`config.mk`:
```
export PLATFORM = sky130hd
export DESIGN_NAME = cpu_cycle_timer
export DESIGN_NICKNAME = d
export VERILOG_FILES = /design/src/rtl/cpu_cycle_timer.sv
export SDC_FILE = /design/constraint.sdc
export NUM_CORES = 1
export LEC_CHECK = 0
export CORE_ASPECT_RATIO = 1.75
export CORE_UTILIZATION = 25
export DETAILED_ROUTE_END_ITERATION = 6
export DONT_BUFFER_PORTS = 1
export GPL_TIMING_DRIVEN = 0
export PLACE_DENSITY = 0.41
export SYNTH_ARGS = -nofsm -noshare
export SYNTH_HDL_FRONTEND = slang
export SYNTH_SLANG_ARGS = --single-unit
```
`constraint.sdc`:
```
create_clock -name clk -period 1.8 [get_ports clk]
set_input_delay 0.36 -clock clk [delete_from_list [all_inputs] [get_ports clk]]
set_output_delay 0.36 -clock clk [all_outputs]
set_load 0.05 [all_outputs]
```
`src/rtl/cpu_cycle_timer.sv`:
```
// CPU clock-enable generator: stretches each bus cycle to 6/8/12 master clocks
// by address and inserts the once-per-scanline DRAM refresh stall.
module cpu_cycle_timer #(
  parameter int FAST_CLKS    = 6,
  parameter int MID_CLKS     = 8,
  parameter int SLOW_CLKS    = 12,
  parameter int REFRESH_CLKS = 40
) (
  input  logic        clk,
  input  logic        reset_n,
  input  logic [23:0] next_addr,
  input  logic        next_access,
  input  logic        memsel,
  input  logic        dma_active,
  input  logic        refresh_req,
  output logic        cpu_en,
  output logic [3:0]  cur_len,
  output logic        refresh_active
);

  typedef enum logic {RUN = 1'b0, REFRESH = 1'b1} state_t;

  localparam logic [3:0] FAST_LEN     = 4'(FAST_CLKS);
  localparam logic [3:0] MID_LEN      = 4'(MID_CLKS);
  localparam logic [3:0] SLOW_LEN     = 4'(SLOW_CLKS);
  localparam logic [5:0] REFRESH_LAST = 6'(REFRESH_CLKS - 1);

  state_t      state;
  logic [5:0]  ctr;
  logic        refresh_pend;
  logic [3:0]  next_len;
  logic        last_clk;
  logic [7:0]  bank;
  logic [15:0] offset;

  assign bank   = next_addr[23:16];
  assign offset = next_addr[15:0];

  // Address-to-length decode; earlier branches take priority.
  always_comb begin
    next_len = MID_LEN;
    if (dma_active) begin
      next_len = MID_LEN;
    end else if (!next_access) begin
      next_len = FAST_LEN;
    end else if (bank >= 8'h40 && bank <= 8'h7F) begin
      next_len = MID_LEN;
    end else if (bank >= 8'hC0) begin
      next_len = memsel ? FAST_LEN : MID_LEN;
    end else if (offset >= 16'h8000) begin
      next_len = (bank[7] && memsel) ? FAST_LEN : MID_LEN;
    end else if (offset >= 16'h6000) begin
      next_len = MID_LEN;
    end else if (offset >= 16'h4200) begin
      next_len = FAST_LEN;
    end else if (offset >= 16'h4000) begin
      next_len = SLOW_LEN;
    end else if (offset >= 16'h2000) begin
      next_len = FAST_LEN;
    end else begin
      next_len = MID_LEN;
    end
  end

  assign last_clk       = (ctr == ({2'b00, cur_len} - 6'd1));
  assign cpu_en         = (state == RUN) && last_clk;
  assign refresh_active = (state == REFRESH);

  always_ff @(posedge clk or negedge reset_n) begin
    if (!reset_n) begin
      state        <= RUN;
      ctr          <= 6'd0;
      cur_len      <= MID_LEN;
      refresh_pend <= 1'b0;
    end else begin
      case (state)
        RUN: begin
          if (last_clk) begin
            ctr     <= 6'd0;
            cur_len <= next_len;
            // A request on the strobe edge itself is honoured right away.
            if (refresh_pend || refresh_req) begin
              state        <= REFRESH;
              refresh_pend <= 1'b0;
            end
          end else begin
            ctr <= ctr + 6'd1;
            if (refresh_req) refresh_pend <= 1'b1;
          end
        end
        REFRESH: begin
          if (ctr == REFRESH_LAST) begin
            state <= RUN;
            ctr   <= 6'd0;
          end else begin
            ctr <= ctr + 6'd1;
          end
        end
        default: begin
          state <= RUN;
          ctr   <= 6'd0;
        end
      endcase
    end
  end

endmodule

```
==> results.tsv, run 1 <==
metric	value	unit
start_util	26.3	%
synth_commonest_cells	10 x dfrtp_1, 8 x nor2_1, 6 x inv_1	
finalCriticalPeriod	2.25	ns
hold_viol_final	0	
clock-sinks	11	
rr_startpoint	cur_len[1]	
grtUsageTotal	13.6	%
setup_violations	11	
yosys_warnings	0	
pin_count	36	
cts_buffer_depth	2	
synth_cell_types	30	
yosysMostFrequentCell	dfrtp_1	
viasPerCell	5.05	
synth_ff_type	dfrtp_1	
gr-total-overflow	0	
wirelength	1580	um
slew-limit-headroom	59.3	%
leakage	0.345	nW
status	finished, violations left	
ys_ff_latch	11	
die_x	40.7	um
cp-end-kind	output port	
worst_pin_slew	0.599	ns
powerDensity	715	mW/mm^2
synth_area_per_cell	10.1	um^2
synthesis.nets	97	
clk_pin_slew	0.05	ns
worstPathMaxFanout	5	
synthToLayoutAreaGrowth	29.6	%
coreArea	0.00249	mm^2
die_h	69.7	um
synthDominantCellAreaShare	38.2	%
max_freq	445	MHz
syn_inst	65	
place_area	718	um^2
io_buffers	0	
setup_slack	-0.445	ns
vdd_ir_drop_max	0.000407	V
htreeDepth	1	
final_nets	108	
cts_tree	built	
critPathLaunchType	flip-flop	
diodes	0	
drc_errors	0	
drive_gt1_share	32.0	%
cts_root_buf	clkbuf_8	
clk-insertion-delay-late	0.23	ns
hold_class	in -> reg	
drv_slew	0	
async_flop_share	100	%
synth_top_cell_by_area	dfrtp_1	
drtIter0Drc	6	
min_period_over_period	125	%
grt_max_degree	12	
grt_pass1_vias	569	
rsz0062_at_grt	yes	
post_drt_wl_per_cell	15.6	um
netlist_top_cells_area	dfrtp_1 38%, xor2_1 5.4%, nor2_1 4.6%, dfstp_2 4.0%, xnor2_1 4.0%	
path_class	reg -> out	
final_core_util	34.0	%
yosysSeqAreaShare	42.3	%
place.gp.congestion	0.667	
antenna_left	0	
die_area	0.00283	mm^2
fin_worst_skew	0.00209	ns
grt_pass1_wl	2620	um
vias	510	
violations	setup timing	
netlist_area	654	um^2
power.total	0.000607	W
hp-start	dma_active	
antenna_found_initial	0	
num_rows	24	
cp_data_required_time	1.44	ns
final_area	848	um^2
cap_violations	0	
crit_path_start	cur_len[1]	
hpwl	1150	um
drtPass1Iterations	4	
cts_made_buffers	3	
arrival	1.89	ns
synth-edff-count	0	
-- path summary, 6_finish.rpt --
path / to / slack, ns / depth (start not counted)
min in group asynchronous: ctr[1] / 0.56 / 1
max in group asynchronous: cur_len[2] / 0.84 / 1
max: cpu_en / -0.45 / 5
min reg2reg: ctr[0] / 0.49 / 1
max reg2reg: cur_len[3] / -0.28 / 8
min: cur_len[2] / 0.21 / 1
-- timing repair --
item,CTS,global route
cloned,1,0
setup buffers,4,0
pin swaps,4,2
hold buffers,1,0
setup endpoints to repair,9,11
gates resized for setup,7,1
endpoints found under the hold margin,11,0
-- layout make-up --
class / instances / area, um^2
repair buffers: 5 / 47.5
inverters: 6 / 22.5
well taps: 26 / 32.5
fillers: 262 / 1640
multi-input cells: 48 / 410
clock buffers: 4 / 45.0
flip-flops and latches: 11 / 283
plain buffers: 1 / 7.51
-- through the flow --
stage               worst slack (ns)  hold slack, ns  TNS, ns  instances
CTS                           -0.475           0.204    -2.50        101
floorplan                     -0.187          0.0644   -0.770         65
finish                        -0.445           0.210    -2.30        101
global placement              -0.371          0.0648    -2.59         91
global route                  -0.531           0.199    -3.15        101
detailed placement            -0.348          0.0648    -2.42         91
-- power by group --
group | internal (W) | switching, W
Sequential | 0.000257 | 0.0000291
Combinational | 0.0000325 | 0.0000404
Clock | 0.000156 | 0.0000926
-- kinds of logic after synthesis --
family	after synthesis	share of synthesized area [%]
compound gates	13	15.1
xor+xnor	8	12.8
fa+ha+maj	2	3.82
buf+inv	7	4.59
flops	11	42.3
mux	1	1.53
other cells	1	0.573
simple gates	22	19.3
-- metal layers --
| layer | vias to the layer above | global-route usage [%] | share of wire (%) | wire (um) |
|---|---|---|---|---|
| li1 | 248 | - | - | - |
| met2 | 17 | 24.0 | 60 | 946 |
| met4 | 0 | 5.56 | 0.44 | 7 |
| met3 | 2 | 2.88 | 5.3 | 84 |
| met1 | 243 | 14.0 | 34 | 541 |
| met5 | - | 0 | 0 | 0 |
-- critical path, cell delays in order (launching register included) --
cell     delay (ns)
dfrtp_2        0.56
inv_2          0.10
ha_4           0.29
xor2_2         0.18
nand4_4        0.14
nor2_4         0.38
-- state kept, by name (all words and copies together) (netlist names) --
signal / flops
ctr: 6
cur_len: 3
refresh_pend: 1
refresh_active: 1
-- cells in the final DEF (no fill, tap or decap), drive strengths merged, types with 3 or more instances in the layout --
cell type  netlist  final
inv              6      6
nand3            3      3
buf              1      5
xor2             4      4
dfrtp           10     10
xnor2            3      3
a21oi            3      3
a211oi           4      4
nor2             9     10
clkbuf           0      4
No activity file was read; power rests on OpenSTA's default activity.
==> run 2, diff against run 1 <==
--- a/config.mk
+++ b/config.mk
@@ -6,6 +6,7 @@
 export NUM_CORES = 1
 export LEC_CHECK = 0
 export CORE_ASPECT_RATIO = 1.75
+export CORE_MARGIN = 3
 export CORE_UTILIZATION = 25
 export DETAILED_ROUTE_END_ITERATION = 6
 export DONT_BUFFER_PORTS = 1
==> run 2 against run 1 <==
  * The flow still finishes with violations (setup timing)
  * Combinational power increased by 16%
  * Via count increased by 5.9%
  * Sequential cell count unchanged
==> results.tsv, run 2 (synthesized netlist as in run 1, its figures left out) <==
metric	value	unit	change
worst-r2r-cell-count	8		unchanged
drc_errors	0		unchanged
htreeDepth	1		unchanged
cp_data_required_time	1.44	ns	about the same
die_x	44.7	um	+9.8%
num_rows	23		-4.2%
die_area	0.00329	mm^2	+16%
clk_pin_slew	0.05	ns	about the same
cts_root_buf	clkbuf_8		
hold_class	in -> reg		
cts_tree	built		
powerDensity	704	mW/mm^2	-1.6%
fillers	241		-8.0%
drtIter0Drc	3		-3
wirelength	1710	um	+7.9%
rsz0062_at_grt	yes		
power.total	0.000619	W	+2.0%
min_period_over_period	125	%	+0.67 points
path_class	reg -> out		
hold_viol_final	0		unchanged
drive_gt1_share	35.5	%	+3.5 points
viasPerCell	5.35		+5.9%
final_area	880	um^2	+3.7%
arrival	1.90	ns	about the same
cap_violations	0		unchanged
fin_worst_skew	0.00334	ns	+0.00126 ns
dp.cells	90		-1.1%
drtPass1Iterations	2		-2
antenna_left	0		unchanged
die_h	73.7	um	+5.7%
min_path_cells	1		unchanged
gr-total-overflow	0		unchanged
vdd_ir_drop_max	0.000385	V	-5.3%
leakage	0.351	nW	+1.6%
clock-sinks	11		unchanged
finalCriticalPeriod	2.26	ns	+0.0120 ns
worst_pin_slew	0.676	ns	+0.0773 ns
cts_made_buffers	3		unchanged
start_util	27.4	%	+1.1 points
cp-end-kind	output port		
instances_no_fill	101		unchanged
io_buffers	0		unchanged
grtUsageTotal	12.1	%	-1.6 points
max_freq	443	MHz	-0.53%
regMostFlops	ctr		
pin_count	36		unchanged
post_drt_wl_per_cell	16.9	um	+7.9%
layout_common_cells	8 x dfrtp_1, 7 x nor2_1, 5 x buf_4		
rr_endpoint	cur_len[3]		
slew-limit-headroom	54.9	%	-4.4 points
status	finished, violations left		
final_common_cell	dfrtp_1		
coreArea	0.00239	mm^2	-4.2%
grt_max_degree	12		unchanged
hpwl	1180	um	+2.1%
rr_startpoint	cur_len[1]		
setup_violations	11		unchanged
grt_pass1_wl	2770	um	+5.8%
place.gp.congestion	0.655		-1.8%
vias	540		+5.9%
final_nets	109		+0.93%
drv_slew	0		unchanged
worstPathMaxFanout	5		unchanged
largest_reg_flops	6		unchanged
top_regs	ctr x6, cur_len x3		
cp-endpoint	cpu_en		
rrSetupSlack	-0.31	ns	-0.03 ns
critPathLaunchType	flip-flop		
diodes	0		unchanged
clk-insertion-delay-late	0.24	ns	about the same
place_ws	-0.361	ns	-0.0132 ns
violations	setup timing		
setup_slack	-0.457	ns	-0.0120 ns
crit_path_start	cur_len[1]		
cts_buffer_depth	2		unchanged
antenna_found_initial	0		unchanged
synthToLayoutAreaGrowth	34.4	%	
hold_ws	0.211	ns	+0.00126 ns
grt_pass1_vias	560		-1.6%
place_area	717	um^2	-0.17%
[run 2: repair_timing]
| item | 4_1_cts | 5_1_grt |
|---|---|---|
| pin swaps | 2 | 1 |
| hold buffers | 1 | 0 |
| resized for setup | 3 | 8 |
| setup endpoints to repair | 10 | 11 |
| buffers inserted | 3 | 2 |
| cloned | 1 | 0 |
| endpoints found under the hold margin | 11 | 0 |
[run 2: cell type report]
| type | instances | area, um^2 | area share (%) |
|---|---|---|---|
| multi-input cells | 48 | 440 | 50.1 |
| clock buffers | 4 | 45.0 | 5.12 |
| inverters | 6 | 22.5 | 2.56 |
| plain buffers | 1 | 7.51 | 0.853 |
| flip-flops and latches | 11 | 282 | 32.0 |
| well taps | 25 | 31.3 | 3.56 |
| repair buffers | 6 | 51.3 | 5.83 |
[run 2: how the worst min path moves through the flow]
stage                     startpoint          to
after global routing      dma_active  cur_len[2]
after detailed placement     reset_n      ctr[4]
after global placement       reset_n      ctr[5]
after CTS                 dma_active  cur_len[2]
final                     dma_active  cur_len[2]
after floorplan              reset_n      ctr[0]
[run 2: metal layers]
layer | share of wire, % | routed length [um] | track usage [%] | up-vias
met5 | 0 | 0 | 0 | -
met4 | 2.3 | 40 | 7.05 | 0
met3 | 5.5 | 93 | 2.45 | 4
met2 | 58 | 991 | 21.1 | 21
met1 | 34 | 580 | 12.7 | 265
li1 | - | - | - | 250
[run 2: power by group]
group | total [W] | switching (W) | internal [W] | leakage (nW)
clock | 0.000249 | 0.0000933 | 0.000156 | 0.0228
sequential | 0.000286 | 0.0000296 | 0.000256 | 0.131
combinational | 0.0000842 | 0.0000438 | 0.0000403 | 0.197
[run 2: metrics by stage]
stage	util, %	setup TNS (ns)
floorplan	-	-0.770
global placement	30.0	-2.54
detailed placement	30.0	-2.55
CTS	34.2	-2.04
global route	36.8	-3.55
finish	36.8	-2.73
[run 2: critical path: stages (launching register included)]
cell and delay, ns:
dfrtp_2 0.56, inv_2 0.09, ha_4 0.30, xor2_4 0.16, nand4_4 0.14, nor2_4 0.39
==> run 3, diff against run 2 <==
--- a/config.mk
+++ b/config.mk
@@ -5,6 +5,7 @@
 export SDC_FILE = /design/constraint.sdc
 export NUM_CORES = 1
 export LEC_CHECK = 0
+export CAP_MARGIN = 10
 export CORE_ASPECT_RATIO = 1.75
 export CORE_MARGIN = 3
 export CORE_UTILIZATION = 25
@@ -12,6 +13,7 @@
 export DONT_BUFFER_PORTS = 1
 export GPL_TIMING_DRIVEN = 0
 export PLACE_DENSITY = 0.41
+export SLEW_MARGIN = 40
 export SYNTH_ARGS = -nofsm -noshare
 export SYNTH_HDL_FRONTEND = slang
 export SYNTH_SLANG_ARGS = --single-unit
==> results of run 3 <==
No change in the layout: final DEF, timing and power equal those of run 2.
